==> config.mk <==
export PLATFORM = sky130hd
export DESIGN_NAME = uart_byte_rx
export DESIGN_NICKNAME = d
export VERILOG_FILES = /design/src/rtl/uart_pkg.sv /design/src/rtl/uart_baud_tick.sv /design/src/rtl/uart_byte_rx.sv
export SDC_FILE = /design/constraint.sdc
export NUM_CORES = 1
export LEC_CHECK = 0
export CAP_MARGIN = 10
export CORE_MARGIN = 3
export CORE_UTILIZATION = 29
export CTS_CLUSTER_DIAMETER = 100
export CTS_CLUSTER_SIZE = 40
export DETAILED_ROUTE_END_ITERATION = 16
export DONT_BUFFER_PORTS = 1
export MAX_ROUTING_LAYER = met4
export SLEW_MARGIN = 5
export SYNTH_ARGS = -nofsm -noshare
export SYNTH_HDL_FRONTEND = slang
export SYNTH_SLANG_ARGS = --single-unit
==> constraint.sdc <==
create_clock -name Clk -period 6.3 [get_ports Clk]
set_input_delay 0.945 -clock Clk [delete_from_list [all_inputs] [get_ports Clk]]
set_output_delay 0.945 -clock Clk [all_outputs]
set_load 0.05 [all_outputs]
==> src/rtl/uart_pkg.sv <==
// Shared constants and types for the 8N1 UART receiver and transmitter.
// Baud divisors assume a 100 MHz system clock.
package uart_pkg;

    localparam int OVS      = 16;
    localparam int MID      = 8;
    localparam int RX_DIV_W = 10;
    localparam int TX_DIV_W = 14;

    typedef enum logic [1:0] {
        ST_IDLE,
        ST_START,
        ST_DATA,
        ST_STOP
    } rx_state_t;

    // Divisor for the 16x oversampling tick; unused codes fall back to 9600.
    function automatic logic [RX_DIV_W-1:0] rxDivisor(input logic [2:0] baudSet);
        logic [RX_DIV_W-1:0] div;
        case (baudSet)
            3'd0:    div = 10'd651;
            3'd1:    div = 10'd325;
            3'd2:    div = 10'd162;
            3'd3:    div = 10'd108;
            3'd4:    div = 10'd54;
            3'd5:    div = 10'd6;
            default: div = 10'd651;
        endcase
        return div;
    endfunction

    function automatic logic [TX_DIV_W-1:0] txDivisor(input logic [2:0] baudSet);
        logic [TX_DIV_W-1:0] div;
        case (baudSet)
            3'd0:    div = 14'd10417;
            3'd1:    div = 14'd5208;
            3'd2:    div = 14'd2604;
            3'd3:    div = 14'd1736;
            3'd4:    div = 14'd868;
            3'd5:    div = 14'd100;
            default: div = 14'd10417;
        endcase
        return div;
    endfunction

endpackage

==> src/rtl/uart_baud_tick.sv <==
// 16x oversampling tick generator. The rate select is captured on i_clear so
// a rate change on the input only takes effect at the next frame start.
module uart_baud_tick
    import uart_pkg::*;
(
    input  logic       i_clk,
    input  logic       i_rst_n,
    input  logic       i_clear,
    input  logic [2:0] i_baudSet,
    output logic       o_tick
);

    logic [2:0]          r_baud;
    logic [RX_DIV_W-1:0] r_divCnt;
    logic [RX_DIV_W-1:0] w_divLast;

    assign w_divLast = rxDivisor(r_baud) - 1'b1;
    assign o_tick    = (r_divCnt == w_divLast);

    always_ff @(posedge i_clk or negedge i_rst_n) begin
        if (!i_rst_n) begin
            r_baud   <= 3'd0;
            r_divCnt <= '0;
        end else if (i_clear) begin
            r_baud   <= i_baudSet;
            r_divCnt <= '0;
        end else if (r_divCnt == w_divLast) begin
            r_divCnt <= '0;
        end else begin
            r_divCnt <= r_divCnt + 1'b1;
        end
    end

endmodule

==> src/rtl/uart_byte_rx.sv <==
// 8N1 serial byte receiver with 16x oversampling and framing-error detection.
// Define UART_RX_MAJORITY_EN to decide each bit by 2-of-3 vote around mid-bit.
module uart_byte_rx
    import uart_pkg::*;
(
    input  logic       Clk,
    input  logic       Reset_n,
    input  logic       uart_rx,
    input  logic [2:0] Baud_set,
    output logic [7:0] Data,
    output logic       Rx_done,
    output logic       Frame_err,
    output logic       Rx_busy
);

    logic r_rxSync1;
    logic r_rxSync2;
    logic r_rxPrev;
    logic w_fallEdge;

    always_ff @(posedge Clk or negedge Reset_n) begin
        if (!Reset_n) begin
            r_rxSync1 <= 1'b1;
            r_rxSync2 <= 1'b1;
            r_rxPrev  <= 1'b1;
        end else begin
            r_rxSync1 <= uart_rx;
            r_rxSync2 <= r_rxSync1;
            r_rxPrev  <= r_rxSync2;
        end
    end

    assign w_fallEdge = r_rxPrev & ~r_rxSync2;

    logic w_tick;
    logic w_clear;

    uart_baud_tick u_baudTick (
        .i_clk     (Clk),
        .i_rst_n   (Reset_n),
        .i_clear   (w_clear),
        .i_baudSet (Baud_set),
        .o_tick    (w_tick)
    );

    rx_state_t  r_state;
    rx_state_t  w_stateNext;
    logic [3:0] r_smpCnt;
    logic [3:0] w_smpNext;
    logic [2:0] r_bitCnt;
    logic [2:0] w_bitNext;
    logic [7:0] r_shreg;
    logic [7:0] w_shregNext;
    logic [7:0] r_data;
    logic [7:0] w_dataNext;
    logic       r_rxDone;
    logic       w_doneNext;
    logic       r_frameErr;
    logic       w_errNext;
    logic       w_decide;
    logic       w_sample;

    // Sample numbers count ticks within a bit: sample k is the tick that
    // advances r_smpCnt to k, so the 16th tick closes the bit.
`ifdef UART_RX_MAJORITY_EN
    logic [1:0] r_vote;

    always_ff @(posedge Clk or negedge Reset_n) begin
        if (!Reset_n) begin
            r_vote <= 2'b11;
        end else if (w_tick && (r_smpCnt == 4'(MID - 2))) begin
            r_vote[0] <= r_rxSync2;
        end else if (w_tick && (r_smpCnt == 4'(MID - 1))) begin
            r_vote[1] <= r_rxSync2;
        end
    end

    assign w_decide = w_tick && (r_smpCnt == 4'(MID));
    assign w_sample = (r_vote[0] & r_vote[1]) |
                      (r_vote[0] & r_rxSync2) |
                      (r_vote[1] & r_rxSync2);
`else
    assign w_decide = w_tick && (r_smpCnt == 4'(MID - 1));
    assign w_sample = r_rxSync2;
`endif

    always_ff @(posedge Clk or negedge Reset_n) begin
        if (!Reset_n) begin
            r_state    <= ST_IDLE;
            r_smpCnt   <= 4'd0;
            r_bitCnt   <= 3'd0;
            r_shreg    <= 8'h00;
            r_data     <= 8'h00;
            r_rxDone   <= 1'b0;
            r_frameErr <= 1'b0;
        end else begin
            r_state    <= w_stateNext;
            r_smpCnt   <= w_smpNext;
            r_bitCnt   <= w_bitNext;
            r_shreg    <= w_shregNext;
            r_data     <= w_dataNext;
            r_rxDone   <= w_doneNext;
            r_frameErr <= w_errNext;
        end
    end

    always_comb begin
        w_stateNext = r_state;
        w_smpNext   = r_smpCnt;
        w_bitNext   = r_bitCnt;
        w_shregNext = r_shreg;
        w_dataNext  = r_data;
        w_doneNext  = 1'b0;
        w_errNext   = 1'b0;
        w_clear     = 1'b0;

        case (r_state)
            ST_IDLE: begin
                if (w_fallEdge) begin
                    w_stateNext = ST_START;
                    w_clear     = 1'b1;
                    w_smpNext   = 4'd0;
                    w_bitNext   = 3'd0;
                end
            end

            ST_START: begin
                if (w_tick) begin
                    w_smpNext = r_smpCnt + 4'd1;
                    if (w_decide && w_sample) begin
                        w_stateNext = ST_IDLE;
                    end else if (r_smpCnt == 4'(OVS - 1)) begin
                        w_stateNext = ST_DATA;
                    end
                end
            end

            ST_DATA: begin
                if (w_tick) begin
                    w_smpNext = r_smpCnt + 4'd1;
                    if (w_decide) begin
                        w_shregNext[r_bitCnt] = w_sample;
                    end
                    if (r_smpCnt == 4'(OVS - 1)) begin
                        w_bitNext = r_bitCnt + 3'd1;
                        if (r_bitCnt == 3'd7) begin
                            w_stateNext = ST_STOP;
                        end
                    end
                end
            end

            ST_STOP: begin
                // Leave at mid-stop so a back-to-back start edge is not missed.
                if (w_tick) begin
                    w_smpNext = r_smpCnt + 4'd1;
                    if (w_decide) begin
                        w_stateNext = ST_IDLE;
                        if (w_sample) begin
                            w_dataNext = r_shreg;
                            w_doneNext = 1'b1;
                        end else begin
                            w_errNext  = 1'b1;
                        end
                    end
                end
            end

            default: begin
                w_stateNext = ST_IDLE;
            end
        endcase
    end

    assign Data      = r_data;
    assign Rx_done   = r_rxDone;
    assign Frame_err = r_frameErr;
    assign Rx_busy   = (r_state != ST_IDLE);

endmodule
==> reports/results.ini <==
[run_status]
outcome = finished clean

[setup_path]
path_cells = xor2_1, ha_1, xor2_1, a211o_1, a221oi_4, nand3_4, or4_1, mux2_1
crit_arrival_ns = 3.33
reg2reg_depth = 8
reg2reg_to = r_shreg[3]
cpPeakStageDelay_ns = 0.70
worstSetupPathType = register to register
required_ns = 6.48
crit_family = simple AND/OR/NAND/NOR gates
crit_buf_inv = 0
regToRegSetupSlack_ns = 3.15
start_kind = register
crit_fanout = 24
cp_slowest_cell = dfrtp_1
cp_common_cell = xor2_1
crit_path_end_kind = register
worstReg2RegStart = u_baudTick.r_baud[2]

[yosys]
syn_avg_cell_area_um2 = 10.7
yosysWarningCount = 0
synth_flop_cell = dfrtp_1
ys_top_cells_by_area = dfrtp_1, mux2_1, dfstp_2
synth_commonest_cells = dfrtp_1, nand2_1, nor2_1
async_flop_share = 1.00
synth_nets = 226
synth_area_um2 = 2290
synthCells = 215
yosys.area.top_type = dfrtp_1
synth_seq_cells = 43
synth_most_common_cell = dfrtp_1
seq_area_frac_synth = 0.471
yosysTopAreaCellShare = 0.437
synth_edf_count = 0
ys_types = 48

[floorplan]
coreArea_um2 = 7450
die-height_um = 94.9
die_w_um = 94.9
std_cell_rows = 31
dieArea_um2 = 9010
pin_count = 17
start_util = 0.308

[detailed_routing]
routedWlPerCell_um = 13.8
drt-initial-drc-count = 83
wl_um = 4240
dr.pass1.iters = 4
final_antenna_net_count = 0
vias_per_cell = 5.00
drc = 0
vias = 1541

[placed_design]
dpl-instance-area_um2 = 2340
placedCellCount = 301
hpwl_um = 2870
gp_congestion = 0.833
port_buffers = 0
detailedPlace.worstSlack_ns = 3.15

[cells_and_area]
syn2layout_area_growth_pct = 6.55
fin_area_um2 = 2440
stdcell_count = 308
diodes = 0
nets = 220
fillers = 767
post-route-util = 0.328
drive_gt1_frac = 0.100

[clock_network]
clk_latency_ns = 0.29
post_cts_buffers = 0
hold_buffers = 0
cts_tree = built
cts-root-buf = clkbuf_8
cts_buffers = 5
clk_path_buf_depth = 2
cts.reportedPaths.clkPinSlew_ns = 0.08
cts_sinks = 43
cts-htree-levels = 2
cts_resized = 0

[timing]
setup_viol = 0
finalCritPeriodShare = 0.499
setup_slack_ns = 3.15
fmax_ghz = 0.318
whs_ns = 0.336
maxSlewViolCount = 0
relSlewSlack = 0.631
max_slew.worst_pin.slew_ns = 0.554
min_period_ns = 3.15
rsz0062_at_grt = false
tns_ns = 0
finalHoldViolCount = 0
fin_skew_ns = 0.00435

[hold_path]
min_path_type = primary input to asynchronous set/reset pin

[global_routing]
grt_max_degree = 44
overflow = 0
grt_usage = 0.107
antenna_found_initial = 0
grt_pass1_vias = 1504
grt_pass1_wl_um = 7330

[power_and_ir_drop]
p_per_area_nw_per_um2 = 307
p_leak_nw = 1.10
power_mw = 0.751
vdd_drop_max_mv = 0.103

[flow_run]
cap_violations = 0

## where the power goes
group	internal [mW]	switching (mW)
clock network	0.116	0.0930
logic	0.0901	0.0762
registers	0.308	0.0667
total	0.515	0.236
## cells in the final DEF, fill, tap and decap left out, types with 4 or more instances in the layout
master / n
nand2_1: 20
or4_1: 4
inv_1: 5
clkbuf_8: 5
nor4_1: 8
mux2_1: 15
xor2_1: 8
o21ai_0: 5
mux2_2: 4
nor2_1: 16
dfrtp_1: 40
nor3_1: 4
xnor2_1: 5
nand3_1: 15
ha_1: 5
## how the worst max path moves through the flow
stage | startpoint | to | slack (ns) | depth (start not counted)
final | u_baudTick.r_baud[2] | r_shreg[3] | 3.15 | 8
after global routing | u_baudTick.r_baud[2] | Data[4] | 2.96 | 8
after CTS | u_baudTick.r_baud[2] | r_shreg[3] | 3.15 | 8
after detailed placement | u_baudTick.r_baud[2] | r_shreg[3] | 3.15 | 8
after global placement | u_baudTick.r_baud[2] | r_shreg[6] | 3.25 | 8
after floorplan | u_baudTick.r_baud[2] | r_shreg[2] | 3.55 | 10
## registers in the layout, summed over array words and instances, names as in the netlist, named ones only
signal,flops
u_baudTick.r_divCnt,10
Data,8
r_shreg,8
r_smpCnt,4
r_bitCnt,3
u_baudTick.r_baud,3
Frame_err,1
Rx_done,1
r_rxPrev,1
r_rxSync1,1
r_rxSync2,1
r_state,1
## layer usage
layer	GRT usage	vias up	routed length [um]
met1	0.135	764	2020
met3	0.0263	7	146
met4	0.0469	0	61
li1	-	753	-
met5	-	-	0
met2	0.164	17	2020
## cell families after synthesis
group	after synthesis	share of synthesized area
and+or+nand+nor	94	0.234
DFF	43	0.471
xor gates and xnor gates	13	0.0497
AOI/OAI and AO/OA	21	0.0742
adders and majority gates	5	0.0273
muxes	21	0.102
buffers and inverters	18	0.0415
## final cells by class
| cell class | instances | area [um2] | share of cell area |
|---|---|---|---|
| multi-input combinational | 154 | 1120 | 0.457 |
| sequential | 43 | 1080 | 0.442 |
| tap | 99 | 124 | 0.0507 |
| clock buffer | 6 | 72.6 | 0.0297 |
| clock inverter | 1 | 30.0 | 0.0123 |
| inverter | 5 | 18.8 | 0.00768 |
(Power assumes the default switching activity.)
